<file path="config.mk">
export PLATFORM = sky130hd
export DESIGN_NAME = dsp_mac_pipe
export DESIGN_NICKNAME = d
export VERILOG_FILES = /design/src/rtl/dsp_pkg.sv /design/src/rtl/dsp_delay_line.sv /design/src/rtl/dsp_mac_pipe.sv
export SDC_FILE = /design/constraint.sdc
export NUM_CORES = 1
export LEC_CHECK = 0
export BUFFER_PORTS_ARGS = -buffer_cell sky130_fd_sc_hd__buf_2
export CAP_MARGIN = 10
export CORE_UTILIZATION = 60
export DETAILED_ROUTE_END_ITERATION = 8
export PLACE_DENSITY = 0.81
export SETUP_SLACK_MARGIN = 0.1
export SLEW_MARGIN = 20
export SYNTH_ARGS = -nofsm -noshare
export SYNTH_HDL_FRONTEND = slang
export SYNTH_SLANG_ARGS = --single-unit
</file>
<file path="constraint.sdc">
create_clock -name clock_i -period 8.2 [get_ports clock_i]
set_input_delay 1.64 -clock clock_i [delete_from_list [all_inputs] [get_ports clock_i]]
set_output_delay 1.64 -clock clock_i [all_outputs]
set_load 0.01 [all_outputs]
</file>
<file path="src/rtl/dsp_pkg.sv">
// Shared definitions for the portable DSP multiply-accumulate processing element.
package dsp_pkg;

    typedef enum logic [2:0] {
        OP_M       = 3'd0,
        OP_MC      = 3'd1,
        OP_MP      = 3'd2,
        OP_MPSH    = 3'd3,
        OP_MPCIN   = 3'd4,
        OP_MPCINSH = 3'd5,
        OP_C       = 3'd6,
        OP_HOLD    = 3'd7
    } dsp_op_t;

    // Number of cycles from presenting a beat to seeing its result on P_o.
    function automatic int dsp_lat(input int abreg, input int mreg);
        return abreg + mreg + 1;
    endfunction

endpackage

</file>
<file path="src/rtl/dsp_delay_line.sv">
// Resettable shift register used for the operand and product pipeline stages.
// A depth of zero collapses to a plain wire.
module dsp_delay_line
    import dsp_pkg::*;
#(
    parameter int W     = 1,
    parameter int DEPTH = 1
) (
    input  logic         clock_i,
    input  logic         reset_i,
    input  logic [W-1:0] d,
    output logic [W-1:0] q
);

    generate
        if (DEPTH == 0) begin : g_wire
            assign q = d;
        end else begin : g_regs
            logic [W-1:0] stage [DEPTH];

            // Shift the word one stage per clock; reset empties the whole line.
            always_ff @(posedge clock_i or posedge reset_i) begin
                if (reset_i) begin
                    for (int i = 0; i < DEPTH; i++) begin
                        stage[i] <= '0;
                    end
                end else begin
                    stage[0] <= d;
                    for (int i = 1; i < DEPTH; i++) begin
                        stage[i] <= stage[i-1];
                    end
                end
            end

            assign q = stage[DEPTH-1];
        end
    endgenerate

endmodule

</file>
<file path="src/rtl/dsp_mac_pipe.sv">
// Parametrised unsigned multiply-accumulate processing element with valid
// tracking, shift-aligned accumulation and a cascade path for chaining.
module dsp_mac_pipe
    import dsp_pkg::*;
#(
    parameter int AW    = 17,
    parameter int BW    = 17,
    parameter int CW    = 34,
    parameter int PW    = 48,
    parameter int ABREG = 1,
    parameter int MREG  = 1,
    parameter int CREG  = 1,
    parameter int SHIFT = 17
) (
    input  logic          clock_i,
    input  logic          reset_i,
    input  logic          valid_i,
    input  logic [2:0]    op_i,
    input  logic [AW-1:0] A_i,
    input  logic [BW-1:0] B_i,
    input  logic          CREG_en_i,
    input  logic [CW-1:0] C_i,
    input  logic [PW-1:0] PCIN_i,
    output logic [PW-1:0] P_o,
    output logic [PW-1:0] PCOUT_o,
    output logic          valid_o
);

    localparam int MW  = AW + BW;
    localparam int ABW = MW + 4;
    localparam int MSW = MW + 4;

    generate
        if (ABREG < 0 || ABREG > 2) begin : g_bad_abreg
            $fatal(1, "dsp_mac_pipe: ABREG must be 0..2");
        end
        if (MREG < 0 || MREG > 1) begin : g_bad_mreg
            $fatal(1, "dsp_mac_pipe: MREG must be 0..1");
        end
        if (PW < AW + BW) begin : g_bad_pw
            $fatal(1, "dsp_mac_pipe: PW must be at least AW+BW");
        end
        if (CW > PW) begin : g_bad_cw
            $fatal(1, "dsp_mac_pipe: CW must not exceed PW");
        end
    endgenerate

    logic [ABW-1:0] ab_d;
    logic [ABW-1:0] ab_q;
    logic           ab_valid;
    logic [2:0]     ab_op;
    logic [AW-1:0]  ab_a;
    logic [BW-1:0]  ab_b;
    logic [MW-1:0]  m_raw;
    logic [MSW-1:0] m_d;
    logic [MSW-1:0] m_q;
    logic           p_valid;
    dsp_op_t        p_op;
    logic [MW-1:0]  p_m;
    logic [CW-1:0]  c_sel;
    logic [PW-1:0]  m_ext;
    logic [PW-1:0]  c_ext;
    logic [PW-1:0]  p_next;
    logic [PW-1:0]  p_q;
    logic           valid_q;

    // Operands, op and valid travel together through the input stages.
    assign ab_d = {valid_i, op_i, A_i, B_i};

    dsp_delay_line #(.W(ABW), .DEPTH(ABREG)) u_ab_stages (
        .clock_i (clock_i),
        .reset_i (reset_i),
        .d       (ab_d),
        .q       (ab_q)
    );

    assign ab_valid = ab_q[MW+3];
    assign ab_op    = ab_q[MW+2:MW];
    assign ab_a     = ab_q[MW-1:BW];
    assign ab_b     = ab_q[BW-1:0];

    assign m_raw = MW'(ab_a) * MW'(ab_b);
    assign m_d   = {ab_valid, ab_op, m_raw};

    dsp_delay_line #(.W(MSW), .DEPTH(MREG)) u_m_stages (
        .clock_i (clock_i),
        .reset_i (reset_i),
        .d       (m_d),
        .q       (m_q)
    );

    assign p_valid = m_q[MW+3];
    assign p_op    = dsp_op_t'(m_q[MW+2:MW]);
    assign p_m     = m_q[MW-1:0];

    generate
        if (CREG != 0) begin : g_creg
            logic [CW-1:0] c_reg;

            // Capture C only when enabled; the adder sees the value held before the edge.
            always_ff @(posedge clock_i or posedge reset_i) begin
                if (reset_i) begin
                    c_reg <= '0;
                end else if (CREG_en_i) begin
                    c_reg <= C_i;
                end
            end

            assign c_sel = c_reg;
        end else begin : g_no_creg
            assign c_sel = C_i;
        end
    endgenerate

    assign m_ext = PW'(p_m);
    assign c_ext = PW'(c_sel);

    // Select the accumulator update for the beat that has reached the P stage.
    always_comb begin
        p_next = p_q;
        case (p_op)
            OP_M:       p_next = m_ext;
            OP_MC:      p_next = m_ext + c_ext;
            OP_MP:      p_next = m_ext + p_q;
            OP_MPSH:    p_next = m_ext + (p_q >> SHIFT);
            OP_MPCIN:   p_next = m_ext + PCIN_i;
            OP_MPCINSH: p_next = m_ext + (PCIN_i >> SHIFT);
            OP_C:       p_next = c_ext;
            OP_HOLD:    p_next = p_q;
            default:    p_next = p_q;
        endcase
    end

    // Only valid beats touch P, so bubbles never disturb a running accumulation.
    always_ff @(posedge clock_i or posedge reset_i) begin
        if (reset_i) begin
            p_q     <= '0;
            valid_q <= 1'b0;
        end else begin
            valid_q <= p_valid;
            if (p_valid) begin
                p_q <= p_next;
            end
        end
    end

    assign P_o     = p_q;
    assign PCOUT_o = p_q;
    assign valid_o = valid_q;

endmodule

</file>
==> metrics, run 1 <==
I/O pins 220; Routed Antenna Nets 0; Post-synth EDFFs 0; CP required 8.59 ns; Routed Wire Length 61.1 mm; Top FF cell, synth dfrtp_1; Synth Net Count 2,904; skew final 0.0163 ns; synthesis-stage register bit count 159; RSZ-0062 raised after global routing no; Post-CTS Repair Setup Buffers 0; Async SR Flop Fraction 1.00; routability cong. 1.02; CTS Buf Count 17; post-CTS sizing 0; Synth-to-Final Area Change 7.86%; DP HPWL 46.7 mm; area of the multi-input gates ~15,000 sq um; GRT Total Usage 0.353; Seq/Total Area, Yosys 0.193; initial drt markers about 1,800; width of the die 187 um; H-tree depth 4; fin crit period 7.04 ns; status finished, final reports clean; sw frac 0.518; Cell Count, Final, Fillers Out 2,941; share of cells above drive strength 1 0.128; Initial Utilization 0.611; row count 67; Num Clock Sinks 159; clock latency on the worst-skew pair 0.48 ns; Final #Nets around 3,000; fillers 2,809; Pins Over Slew Limit 0; DRC errors left 0; critical-path maximum fanout 17; Overall Power 9.70 mW; Hold Path Class register to register; CTS Hold Bufs 0; Worst Max-Slew Pin Slew 0.986 ns; Routed wire per std cell between 20 and 25 um; Worst R2R Path Depth 24; R2R Setup Slk 1.16 ns; Power Internal ~4.7 mW; final hold vios 0; FF/Latch Area 3980 sq um; Slew headroom 0.341; clock transition at the registers of the reported paths 0.07 ns; f_max approximately 0.14 GHz; CP Class register to register; largest net degree at the start of global routing between 90 and 100; Psw 5.02 mW; Mean Syn Cell Area 8.66 sq um; # diodes 0; Reg-to-Reg End u_m_stages.q[33]; final setup TNS 0 ns; period utilization 0.858; post-synthesis cell count 2,379; IO buf count 219; die area 35,100 sq um; first-pass GRT wire length 96.5 mm; CTS tree yes; number of antenna violations at the first check in global routing 1; routed vias 18,099; Synth Warn # 0; synthesized area 20,600 sq um; GRT Residual Overflow 0; Comb power frac 0.771; root buffer cell clkbuf_16; Worst Setup End Kind register; CP arrival approximately 7.4 ns; core area ~34,000 sq um; leak pwr between 10 and 15 nW; MaxCap Viol Count 0; crit path from u_ab_stages.q[8]; Seq pwr share 0.144; TritonRoute pass-1 iters 6; final setup fails 0; Via-to-Cell Ratio 6.15; worst vdd ir 0.446 mV; CP startpoint kind register; post-placement cell count 2,909; vias in the first global route 17,941; Worst Setup EP u_m_stages.q[33]; CTS max path bufs 2; DIE HEIGHT 187 um; PD cells approximately 440 nW/um^2; clock network power share 0.085; Yosys cell types 71; Critical R2R Launch u_ab_stages.q[8]
## power by group through the flow
stage                     clock (mW)  combinational, mW  sequential [mW]
after floorplan                    0               5.73             1.28
after global placement             0               7.04             1.39
after detailed placement           0               7.30             1.39
after CTS                      0.824               7.38             1.38
after global routing           0.853               8.35             1.41
final                          0.823               7.48             1.39
## per-layer routing
metal / vias up / wire [um] / track usage
met2: 1067 / 28100 / 0.570
met1: 8739 / 24000 / 0.461
li1: 8111 / - / -
met5: - / 10 / 0
met4: 2 / 3010 / 0.175
met3: 180 / 6030 / 0.0600
## flip-flops by register name, summed over array words and instances, names as in the netlist
| register | cells |
|---|---|
| u_m_stages.q | 38 |
| c_sel | 34 |
| u_ab_stages.q | 38 |
| valid_o | 1 |
| PCOUT_o | 48 |
## worst max-delay path: stages, from the launching register on
cell,delay (ns)
dfrtp_1,0.77
nand2_1,0.19
fa_1,0.58
inv_1,0.06
fa_1,0.40
inv_1,0.08
fa_1,0.41
inv_1,0.10
fa_1,0.43
fa_1,0.50
inv_1,0.05
fa_1,0.47
inv_1,0.04
ha_1,0.31
a21oi_1,0.29
o21ai_0,0.14
a31oi_1,0.23
nor3b_1,0.60
o311a_1,0.26
nor3_1,0.09
a41o_1,0.28
o31a_1,0.27
o21a_1,0.17
nor2_1,0.10
xnor2_1,0.12
## per-stage QoR
step | hold slack [ns] | worst slack, ns | cell area, sq um | util
floorplan | 0.331 | 1.98 | 20600 | -
global placement | 0.333 | 1.44 | 21600 | 0.642
detailed placement | 0.343 | 1.24 | 21600 | 0.642
CTS | 0.358 | 1.24 | 22200 | 0.659
global route | 0.365 | 0.869 | 22200 | 0.659
finish | 0.358 | 1.16 | 22200 | 0.659
## layout by cell type, fill, tap and decap left out, types with 5 or more instances in the layout
cell type / Yosys / routed
mux2_2: 35 / 35
nand2b_1: 16 / 16
nor2_1: 78 / 78
buf_4: 48 / 17
and2_1: 137 / 137
nand2_1: 364 / 364
nand3b_1: 5 / 5
and3_1: 14 / 14
a22oi_1: 8 / 8
nor3_1: 16 / 16
a222oi_1: 6 / 6
a211oi_1: 16 / 16
o31ai_1: 5 / 5
buf_2: 1 / 219
o22a_1: 31 / 31
o211ai_1: 13 / 13
a21oi_1: 144 / 144
nor2b_1: 11 / 11
o21a_1: 19 / 19
fa_1: 226 / 226
ha_1: 176 / 176
dfrtp_1: 159 / 157
a31oi_1: 15 / 15
mux2i_1: 8 / 8
o21ai_0: 85 / 85
or3_1: 8 / 7
inv_1: 300 / 299
a221oi_1: 16 / 16
a21o_1: 43 / 43
a2111oi_0: 7 / 6
o22ai_1: 73 / 73
nand3_1: 22 / 22
o21bai_1: 11 / 11
o221ai_1: 9 / 9
xnor2_1: 56 / 56
xor2_1: 36 / 36
clkbuf_16: 0 / 17
## synthesized netlist by cell type (14+ instances only)
library cell | n | area, sq um
a211oi_1 | 16 | 120
a21o_1 | 43 | 323
a21oi_1 | 144 | 721
a221oi_1 | 16 | 140
a31oi_1 | 15 | 93.8
and2_1 | 137 | 857
and3_1 | 14 | 87.6
buf_4 | 48 | 360
clkbuf_1 | 92 | 345
dfrtp_1 | 159 | 3980
fa_1 | 226 | 4520
ha_1 | 176 | 2200
inv_1 | 300 | 1130
mux2_2 | 35 | 394
nand2_1 | 364 | 1370
nand2b_1 | 16 | 100
nand3_1 | 22 | 110
nor2_1 | 78 | 293
nor3_1 | 16 | 80.1
o21a_1 | 19 | 143
o21ai_0 | 85 | 425
o22a_1 | 31 | 272
o22ai_1 | 73 | 457
xnor2_1 | 56 | 490
xor2_1 | 36 | 315
## final cells by class
| type | count | share of cell area |
|---|---|---|
| inverter | 300 | 0.0509 |
| clock inverter | 13 | 0.00569 |
| timing repair buffer | 236 | 0.0551 |
| clock buffer | 19 | 0.0204 |
| sequential | 159 | 0.179 |
| tap | 448 | 0.0252 |
| multi-input combinational | 1766 | 0.664 |
## cell families (layout without fill, tap and decap cells)
family          after synthesis  after routing  share of synthesized area
simple gates                690            690                      0.155
xor+xnor                     92             92                     0.0391
flops                       159            159                      0.193
buf+inv                     454            568                     0.0915
mux                          43             43                     0.0230
fa+ha+maj                   402            402                      0.326
compound gates              539            539                      0.172
## worst min-delay path by stage
stage / from / to / slack [ns] / cells after the start
global route: u_ab_stages.q[37] / u_m_stages.q[37] / 0.37 / 0
detailed placement: u_ab_stages.q[37] / u_m_stages.q[37] / 0.34 / 0
floorplan: u_ab_stages.q[34] / u_m_stages.q[34] / 0.33 / 0
global placement: u_ab_stages.q[37] / u_m_stages.q[37] / 0.33 / 0
finish: u_ab_stages.q[37] / u_m_stages.q[37] / 0.36 / 0
CTS: u_ab_stages.q[37] / u_m_stages.q[37] / 0.36 / 0
No activity file was read; power rests on OpenSTA's default activity.
==> run 2, diff against run 1 <==
--- a/config.mk
+++ b/config.mk
@@ -7,9 +7,11 @@
 export LEC_CHECK = 0
 export BUFFER_PORTS_ARGS = -buffer_cell sky130_fd_sc_hd__buf_2
 export CAP_MARGIN = 10
-export CORE_UTILIZATION = 60
+export CORE_ASPECT_RATIO = 1.1
+export CORE_UTILIZATION = 62
 export DETAILED_ROUTE_END_ITERATION = 8
-export PLACE_DENSITY = 0.81
+export PLACE_DENSITY = 0.84
+export RECOVER_POWER = 50
 export SETUP_SLACK_MARGIN = 0.1
 export SLEW_MARGIN = 20
 export SYNTH_ARGS = -nofsm -noshare
==> run 2 against run 1 <==
Effect of this change:
- final cell count shrank 0.65%
- design area is 0.10% lower
- largest cell class unchanged
- setup slack improved by 0.0096 ns
- sequential power barely moved
- global-route usage increased by 1.6 points
- sequential share of layout area hardly changed
- highest routed layer unchanged
- largest power group unchanged
- the flow now finishes with violations (capacitance limit, slew limit)
- flip-flop and latch count is the same
==> metrics, run 2 (same netlist as run 1, synthesis figures left out) <==
status complete, but fails checks; failing checks capacitance limit, slew limit; routed vias 17,920 (-0.99%); clock latency on the worst-skew pair 0.46 ns (-0.02 ns); Hold Path Class register to register; core area 32,500 sq um (-3.4%); leak pwr 11.0 nW (-0.15%); Num Clock Sinks 159 (unchanged); first-pass GRT wire length 95.6 mm (-0.94%); share of cells above drive strength 1 0.126 (-0.00211); max reg flops 48 (unchanged); Reg-to-Reg End u_m_stages.q[32]; Via-to-Cell Ratio 6.13 (-0.35%); Final #Nets 3,007 (+0.067%); root buffer cell clkbuf_16; CP startpoint kind register; Slew headroom -1.06 (-1.40); width of the die 176 um (-6.1%); Critical R2R Launch u_ab_stages.q[24]; DP HPWL 47.8 mm (+2.4%); TritonRoute pass-1 iters 7 (+1); Pins Over Slew Limit 200 (+200); Routed Antenna Nets 0 (unchanged); FF/Latch Area 3980 sq um (unchanged); Hold Path Origin u_ab_stages.q[37]; Synth-to-Final Area Change 7.76%; Worst R2R Path Depth 21 (-13%); vias in the first global route 17,484 (-2.5%); H-tree depth 4 (unchanged); CP required 8.57 ns (-0.02 ns); final setup TNS 0 ns (unchanged); f_max 0.142 GHz (+0.14%); CTS max path bufs 2 (unchanged); CTS Hold Bufs 0 (unchanged); skew final 0.0163 ns (+0.00000450 ns); RSZ-0062 raised after global routing no; Post-CTS Repair Setup Buffers 0 (unchanged); Initial Utilization 0.633 (+0.0216); fillers 2,593 (-7.7%); PD cells 440 nW/um^2 (+0.80%); post-CTS sizing 0 (unchanged); critical-path maximum fanout 17 (unchanged); Routed wire per std cell 21.1 um (+1.3%); Cell Count, Final, Fillers Out 2,922 (-0.65%); worst vdd ir 0.338 mV (-24%); I/O pins 220 (unchanged); clock transition at the registers of the reported paths 0.07 ns (about the same); CTS Buf Count 17 (unchanged); commonest non-fill, non-tap cell in the layout nand2_1; final hold vios 0 (unchanged); row count 69 (+3.0%); DIE HEIGHT 193 um (+3.1%); CP arrival 7.40 ns (-0.03 ns); DRC errors left 0 (unchanged); routability cong. 0.979 (-4.0%); Routed Wire Length 61.6 mm (+0.67%); CTS tree yes; number of antenna violations at the first check in global routing 2 (+1); die area 34,000 sq um (-3.2%); most frequent cells in the layout nand2_1, inv_1, fa_1; CP Class register to register; post-placement cell count 2,889 (-0.69%); IO buf count 219 (unchanged); period utilization 0.857 (-0.00116); Worst Setup End Kind register; GRT Total Usage 0.370 (+0.0163); Hold Path End u_m_stages.q[37]; initial drt markers 1,984 (+13%); R2R Setup Slk 1.17 ns (about the same); Worst Max-Slew Pin Slew 3.07 ns (+2.08 ns); GRT Residual Overflow 0 (unchanged); final setup fails 0 (unchanged); fin crit period 7.03 ns (-0.00955 ns); largest net degree at the start of global routing 79 (-19%); area of the multi-input gates 14,700 sq um (about the same); MaxCap Viol Count 4 (+4); WHS Path Cells 0 (unchanged)
==> run 2: layout make-up <==
| cell class | count | area share |
|---|---|---|
| clock buffers | 24 | 0.0212 |
| repair buffers | 238 | 0.0554 |
| multi-input cells | 1766 | 0.664 |
| clock inverters | 8 | 0.00479 |
| well taps | 426 | 0.0240 |
| inverters | 300 | 0.0508 |
| diodes | 1 | 0.000113 |
| flip-flops and latches | 159 | 0.179 |
==> run 2: worst max-delay path by stage <==
stage / endpoint / start
2_1_floorplan: u_m_stages.q[32] / u_ab_stages.q[29]
3_3_place_gp: u_m_stages.q[32] / u_ab_stages.q[26]
3_5_place_dp: u_m_stages.q[32] / u_ab_stages.q[25]
4_1_cts: u_m_stages.q[32] / u_ab_stages.q[25]
5_1_grt: u_m_stages.q[32] / u_ab_stages.q[27]
6_report: u_m_stages.q[32] / u_ab_stages.q[24]
==> run 2: per-layer routing <==
layer,wire length (um),vias to the layer above,track usage
met5,11,-,0
met4,3440,2,0.205
met2,28700,1060,0.610
met3,5740,194,0.0610
li1,-,8121,-
met1,23600,8543,0.465
==> run 2: where the power goes <==
| group | switching, mW | leakage [nW] | internal [mW] |
|---|---|---|---|
| Combinational | 4.33 | 8.87 | 3.20 |
| Sequential | 0.349 | 1.88 | 1.06 |
| Clock | 0.353 | 0.275 | 0.467 |
==> run 2: stage by stage <==
step / setup slack, ns / total power, mW / area, sq um / hold WS (ns) / utilization
floorplan: 1.98 / 7.01 / 20600 / 0.331 / -
detailed placement: 1.22 / 8.78 / 21600 / 0.336 / 0.665
global route: 0.902 / 10.7 / 22200 / 0.370 / 0.682
finish: 1.17 / 9.77 / 22200 / 0.357 / 0.682
CTS: 1.21 / 9.66 / 22200 / 0.362 / 0.682
global placement: 1.42 / 8.54 / 21600 / 0.335 / 0.665
==> run 2: critical path, stage by stage (launching register included) <==
cell	delay, ns
dfrtp_1	0.63
and2_1	0.32
fa_1	0.53
inv_1	0.05
fa_1	0.40
fa_1	0.57
inv_1	0.07
fa_1	0.44
fa_1	0.51
inv_1	0.05
fa_1	0.47
inv_1	0.04
ha_1	0.31
a21oi_1	0.30
or4b_1	0.47
a31oi_1	0.51
o31a_1	0.23
o21ai_0	0.15
o41ai_1	0.44
o21bai_1	0.11
a21oi_1	0.20
xnor2_1	0.15
